## src/rtl/serial_byte_receiver.sv

```systemverilog
// Serial-to-parallel receiver for the shift-register link: frames start on sync,
// words are assembled over WIDTH qualified bits and handed off through a one-deep
// valid/ready buffer with a sticky overrun flag.
module serial_byte_receiver #(
    parameter int WIDTH     = 8,
    parameter bit MSB_FIRST = 1'b1
) (
    input  logic                       clk,
    input  logic                       rst_n,
    input  logic                       sync,
    input  logic                       bit_valid,
    input  logic                       serial_in,
    input  logic                       data_ready,
    input  logic                       clr_overrun,
    output logic [WIDTH-1:0]           data_out,
    output logic                       data_valid,
    output logic                       busy,
    output logic [$clog2(WIDTH+1)-1:0] bit_count,
    output logic                       overrun
);

    localparam int CW = $clog2(WIDTH+1);

    typedef enum logic {IDLE, RECV} state_t;

    state_t           state;
    logic [WIDTH-1:0] shreg;
    logic [WIDTH-1:0] shifted;
    logic [WIDTH-1:0] fresh;
    logic             start;
    logic             advance;
    logic             last;
    logic             buf_free;

    // fresh starts a frame from a cleared register; shifted appends to the current one
    always_comb begin
        if (MSB_FIRST) begin
            shifted = {shreg[WIDTH-2:0], serial_in};
            fresh   = {{(WIDTH-1){1'b0}}, serial_in};
        end else begin
            shifted = {serial_in, shreg[WIDTH-1:1]};
            fresh   = {serial_in, {(WIDTH-1){1'b0}}};
        end
    end

    assign start    = bit_valid && sync;
    assign advance  = bit_valid && !sync && (state == RECV);
    assign last     = advance && (bit_count == CW'(WIDTH-1));
    // a consumer draining the buffer on this edge frees it for a completing word
    assign buf_free = !data_valid || data_ready;

    always_ff @(posedge clk or negedge rst_n) begin
        if (!rst_n) begin
            state      <= IDLE;
            shreg      <= '0;
            bit_count  <= '0;
            busy       <= 1'b0;
            data_out   <= '0;
            data_valid <= 1'b0;
            overrun    <= 1'b0;
        end else begin
            if (start) begin
                state     <= RECV;
                busy      <= 1'b1;
                shreg     <= fresh;
                bit_count <= CW'(1);
            end else if (advance) begin
                shreg <= shifted;
                if (last) begin
                    state     <= IDLE;
                    busy      <= 1'b0;
                    bit_count <= '0;
                end else begin
                    bit_count <= bit_count + CW'(1);
                end
            end

            if (last && buf_free) begin
                data_out   <= shifted;
                data_valid <= 1'b1;
            end else if (data_valid && data_ready) begin
                data_valid <= 1'b0;
            end

            // set beats clear when both land on the same edge
            if (last && !buf_free)
                overrun <= 1'b1;
            else if (clr_overrun)
                overrun <= 1'b0;
        end
    end

endmodule

```

## config.mk

```make
export PLATFORM = sky130hd
export DESIGN_NAME = serial_byte_receiver
export DESIGN_NICKNAME = d
export VERILOG_FILES = /design/src/rtl/serial_byte_receiver.sv
export SDC_FILE = /design/constraint.sdc
export NUM_CORES = 1
export LEC_CHECK = 0
export ABC_AREA = 1
export CAP_MARGIN = 5
export CORE_UTILIZATION = 48
export CTS_CLUSTER_SIZE = 12
export DETAILED_ROUTE_END_ITERATION = 6
export PLACE_DENSITY = 0.77
export RECOVER_POWER = 50
export SLEW_MARGIN = 20
export SYNTH_ARGS = -nofsm -noshare
export SYNTH_HDL_FRONTEND = slang
export SYNTH_SLANG_ARGS = --single-unit
```

## constraint.sdc

```tcl
create_clock -name clk -period 1.6 [get_ports clk]
set_input_delay 0.32 -clock clk [delete_from_list [all_inputs] [get_ports clk]]
set_output_delay 0.32 -clock clk [all_outputs]
set_load 0.02 [all_outputs]
```

Word level (Yosys, flattened, before mapping):

Index checks and enable logic that the tools add are counted.

* bits in registers: 22
* bits of input ports: 7
* output and inout bits: 15
* word-level logic and storage cells: 36

* add/sub/neg operators: 1
* equal/unequal tests: 1
* multiplexer cells: 12
* reductions and logical operators: 16

Operator list (number)
* $mux W7: 2
* $mux W4: 3
* $reduce_bool A2 Y1: 4
* $logic_and A1 B1 Y1: 7
* $mux W1: 7
* $add A4 B1 Y4 const B: 1
* $eq A4 B3 Y1 const B: 1
* $logic_not A1 Y1: 3
* $reduce_and A2 Y1: 1
* $logic_or A1 B1 Y1: 1

Logic depth before layout (Yosys ltp):

* depth in word-level cells: 7
* mapped depth: 6
* depth with buffers taken out: 6

Least setup slack after synthesis:

Ideal clock, no wire load.

* kind: reg2reg
* from: reg bit_count[0]
* to: reg data_out[0]
* setup time: 117 ps
* arrival time: 1204 ps
* required time: 1483 ps
* path slack: 279 ps
* stages on the path, launching flop included: 7
* path buffers: 0
* clock period less this slack: 1321 ps
* cell sequence: dfrtp_1 -> ha_1 -> nand2_1 -> nor2_4 -> nand3_4 -> nand2_1 -> nand2_1

* word-level cells in the longest chain between the ends: 3

Ends and longest elaborated chain
* start, declared: RTL line 18 `output logic [$clog2(WIDTH+1)-1:0] bit_count,`
* start signal, assigned: RTL line 74 `bit_count <= bit_count + CW'(1);`
* $eq A4 B3 Y1: RTL line 48 `assign last = advance && (bit_count == CW'(WIDTH-1));`
* $logic_and A1 B1 Y1: RTL line 48
* $logic_and A1 B1 Y1: RTL line 78 `if (last && buf_free) begin`
* end signal, assigned: RTL line 79 `data_out <= shifted;`
* end, declared: RTL line 15 `output logic [WIDTH-1:0] data_out,`

No other way between the ends.
A chain may end at the register's enable or synchronous reset.

Worst setup path in the final report:

* from: reg bit_count[3]
* to: out bit_count[3]

No word-level cell between the ends.

==> results.cfg <==
[critical_path]
slowest_stage = dfrtp_1
worstPathRequired_ns = 1.28
cp_cell_sequence = dlygate4sd2_1
crit_path_start_kind = flop
worstPathArrival_ns = 1.12
critPathMaxStageDelay_ns = 0.45
setup.worst_path.class = flop to output port
crit_buf_inv = 1
worstPathMaxFanout = 4
end_kind = output port
crit_family = flip-flops

[synthesis]
synth_largest_area_cell = dfrtp_1
avgSynthCellArea_um2 = 9.359
netlist_instances = 102
synth_warnings = 0
synth.area.top_cells = dfrtp_1 58%, nand2_1 12%, inv_1 5.9%, nand4_1 5.2%, o22ai_1 3.9%
yosysUniqueCellTypes = 16
ys_top_cells_by_count = 31 x nand2_1, 22 x dfrtp_1, 15 x inv_1
seq_area_frac_synth = 0.5767
synth_top_area_frac = 0.5767
synth_edf_count = 0
synthMostInstantiatedCell = nand2_1
netlist_area_um2 = 954.7
synth_flop_cell = dfrtp_1
synth_seq_cells = 22
async_reset_ff_frac = 1.000
synthesis.nets = 110

[power]
vdd_drop_max_uv = 793.6
p_leak_nw = 0.6829
p_total_mw = 1.237
power_density_nw_per_um2 = 993.9

[place]
gp_congestion = 0.7818
pre_cts_ws_ns = 0.06143
portBuffers = 21
dpl.cell_count = 151
place_hpwl_mm = 1.376

[final_layout]
antennaDiodeCount = 0
synthToLayoutAreaGrowth_pct = 30.41
drive_gt1_frac = 0.1154
final_cells = 155
finalNetCount = 139

[sta]
rsz0062_at_grt = no
tightest_slew_ns = 0.5269
min_period_over_period = 0.8998
setup_viol = 0
period_needed_ns = 1.440
finalSetupTns_ns = 0
hold_viol = 0
fmax_mhz = 694.6
whs_ns = 0.4769
maxSlewHeadroom = 0.6487
drv_slew = 0
clock_skew_ns = 0.009006
setup_ws_ns = 0.1603

[routing]
dr.pass1.iters = 4
vias_per_cell = 5.026
dr.first_iter.drc_count = 17
via_count = 779
wl_per_cell_um = 11.59
drc = 0
postRouteAntennaNets = 0
wirelength_mm = 1.797

[floorplan]
start_util = 0.5299
dieArea_um2 = 2171
die_y_um = 46.60
die_w_um = 46.60
coreArea_um2 = 1802
io_pins = 22
rows = 15

[clock_tree]
clk_pin_slew_ns = 0.13
clock-root-buffer = clkbuf_4
postCtsSetupRepairBufs = 0
tritoncts = built
clk_latency_ns = 0.31
cts_hold_buf = 0
cts_buffers = 3
ctsLongestPathBuffers = 2
cts_max_level = 1
cts_sinks = 22

[global_route]
antenna_found_initial = 0
grt_first_pass_wirelength_mm = 3.029
grt_pass1_vias = 726
grt_overflow_total = 0
grt_max_degree = 23
grt_usage = 0.2059

[min_path]
hold_path.class = flop to flop

[run_status]
status = finished, final reports clean

[flow_run]
max_cap_violations = 0
-- final cells by class --
type | count | area, um^2
Clock inverter | 1 | 30.03
Fill cell | 157 | 556.8
Timing Repair Buffer | 26 | 230.2
Tap cell | 25 | 31.28
Multi-Input combinational cell | 63 | 324.1
Clock buffer | 3 | 22.52
Inverter | 15 | 56.30
Sequential cell | 22 | 550.5
-- cell usage in the layout (no fill, tap or decap) --
cell type	n
dlygate4sd2_1	14
bufinv_16	1
o21ai_0	4
clkbuf_2	1
clkbuf_4	3
nor2_4	1
nor2_1	2
o21ai_1	1
nand4_1	8
dfrtp_1	22
dlymetal6s2s_1	1
nand3_1	3
buf_4	4
a21oi_2	1
inv_1	15
o22ai_1	6
nor2_2	1
ha_1	1
nand2_1	32
nand3_4	1
dlygate4sd3_1	2
clkdlybuf4s50_1	4
nand2_2	2
-- registers in the layout, indices dropped and copies added (netlist names) --
signal,count
data_out,8
overrun,1
bit_count,4
data_valid,1
shreg,7
state,1
-- per-stage QoR --
stage / util / instance area [um^2]
after global placement: 0.6757 / 1217
after CTS: 0.6951 / 1252
after detailed placement: 0.6757 / 1217
after global routing: 0.6910 / 1245
after floorplan: - / 954.7
final: 0.6910 / 1245
-- per-layer routing --
| layer | wire [um] | GRT usage | up-vias |
|---|---|---|---|
| li1 | - | - | 396 |
| met4 | 42 | 0.1235 | 0 |
| met5 | 0 | 0 | - |
| met2 | 894 | 0.3444 | 13 |
| met3 | 58 | 0.02353 | 5 |
| met1 | 802 | 0.2506 | 365 |
-- timing repair --
item / in CTS / in global routing
gates resized for setup: 14 / 1
gates cloned: 0 / 0
setup endpoints to repair: 14 / 1
pin swaps: 0 / 0
-- logic make-up (layout without fill, tap and decap cells) --
| family | after synthesis | in the layout | share of synthesized area |
|---|---|---|---|
| buffers and inverters | 17 | 45 | 0.07601 |
| adder cells (fa/ha/maj) | 1 | 1 | 0.01310 |
| flip-flops | 22 | 22 | 0.5767 |
| AND/OR/NAND/NOR | 50 | 50 | 0.2595 |
| AO/OA/AOI/OAI | 12 | 12 | 0.07471 |
-- path summary, 6_finish.rpt --
path / from / end / slack, ns / cells past startpoint
max: bit_count[3] / bit_count[3] / 0.16 / 1
min: data_out[7] / data_out[7] / 0.48 / 2
max reg2reg: bit_count[0] / data_out[5] / 0.26 / 6
min reg2reg: data_out[7] / data_out[7] / 0.48 / 2
max in group asynchronous: rst_n / data_out[7] / 0.75 / 2
min in group asynchronous: rst_n / bit_count[3] / 0.49 / 2
-- power breakdown --
part | internal, mW | total [mW] | switching, mW
Combinational | 0.0753 | 0.196 | 0.120
Sequential | 0.593 | 0.619 | 0.0256
Clock | 0.253 | 0.423 | 0.170
Note: power is estimated with default switching activity, not from simulation.
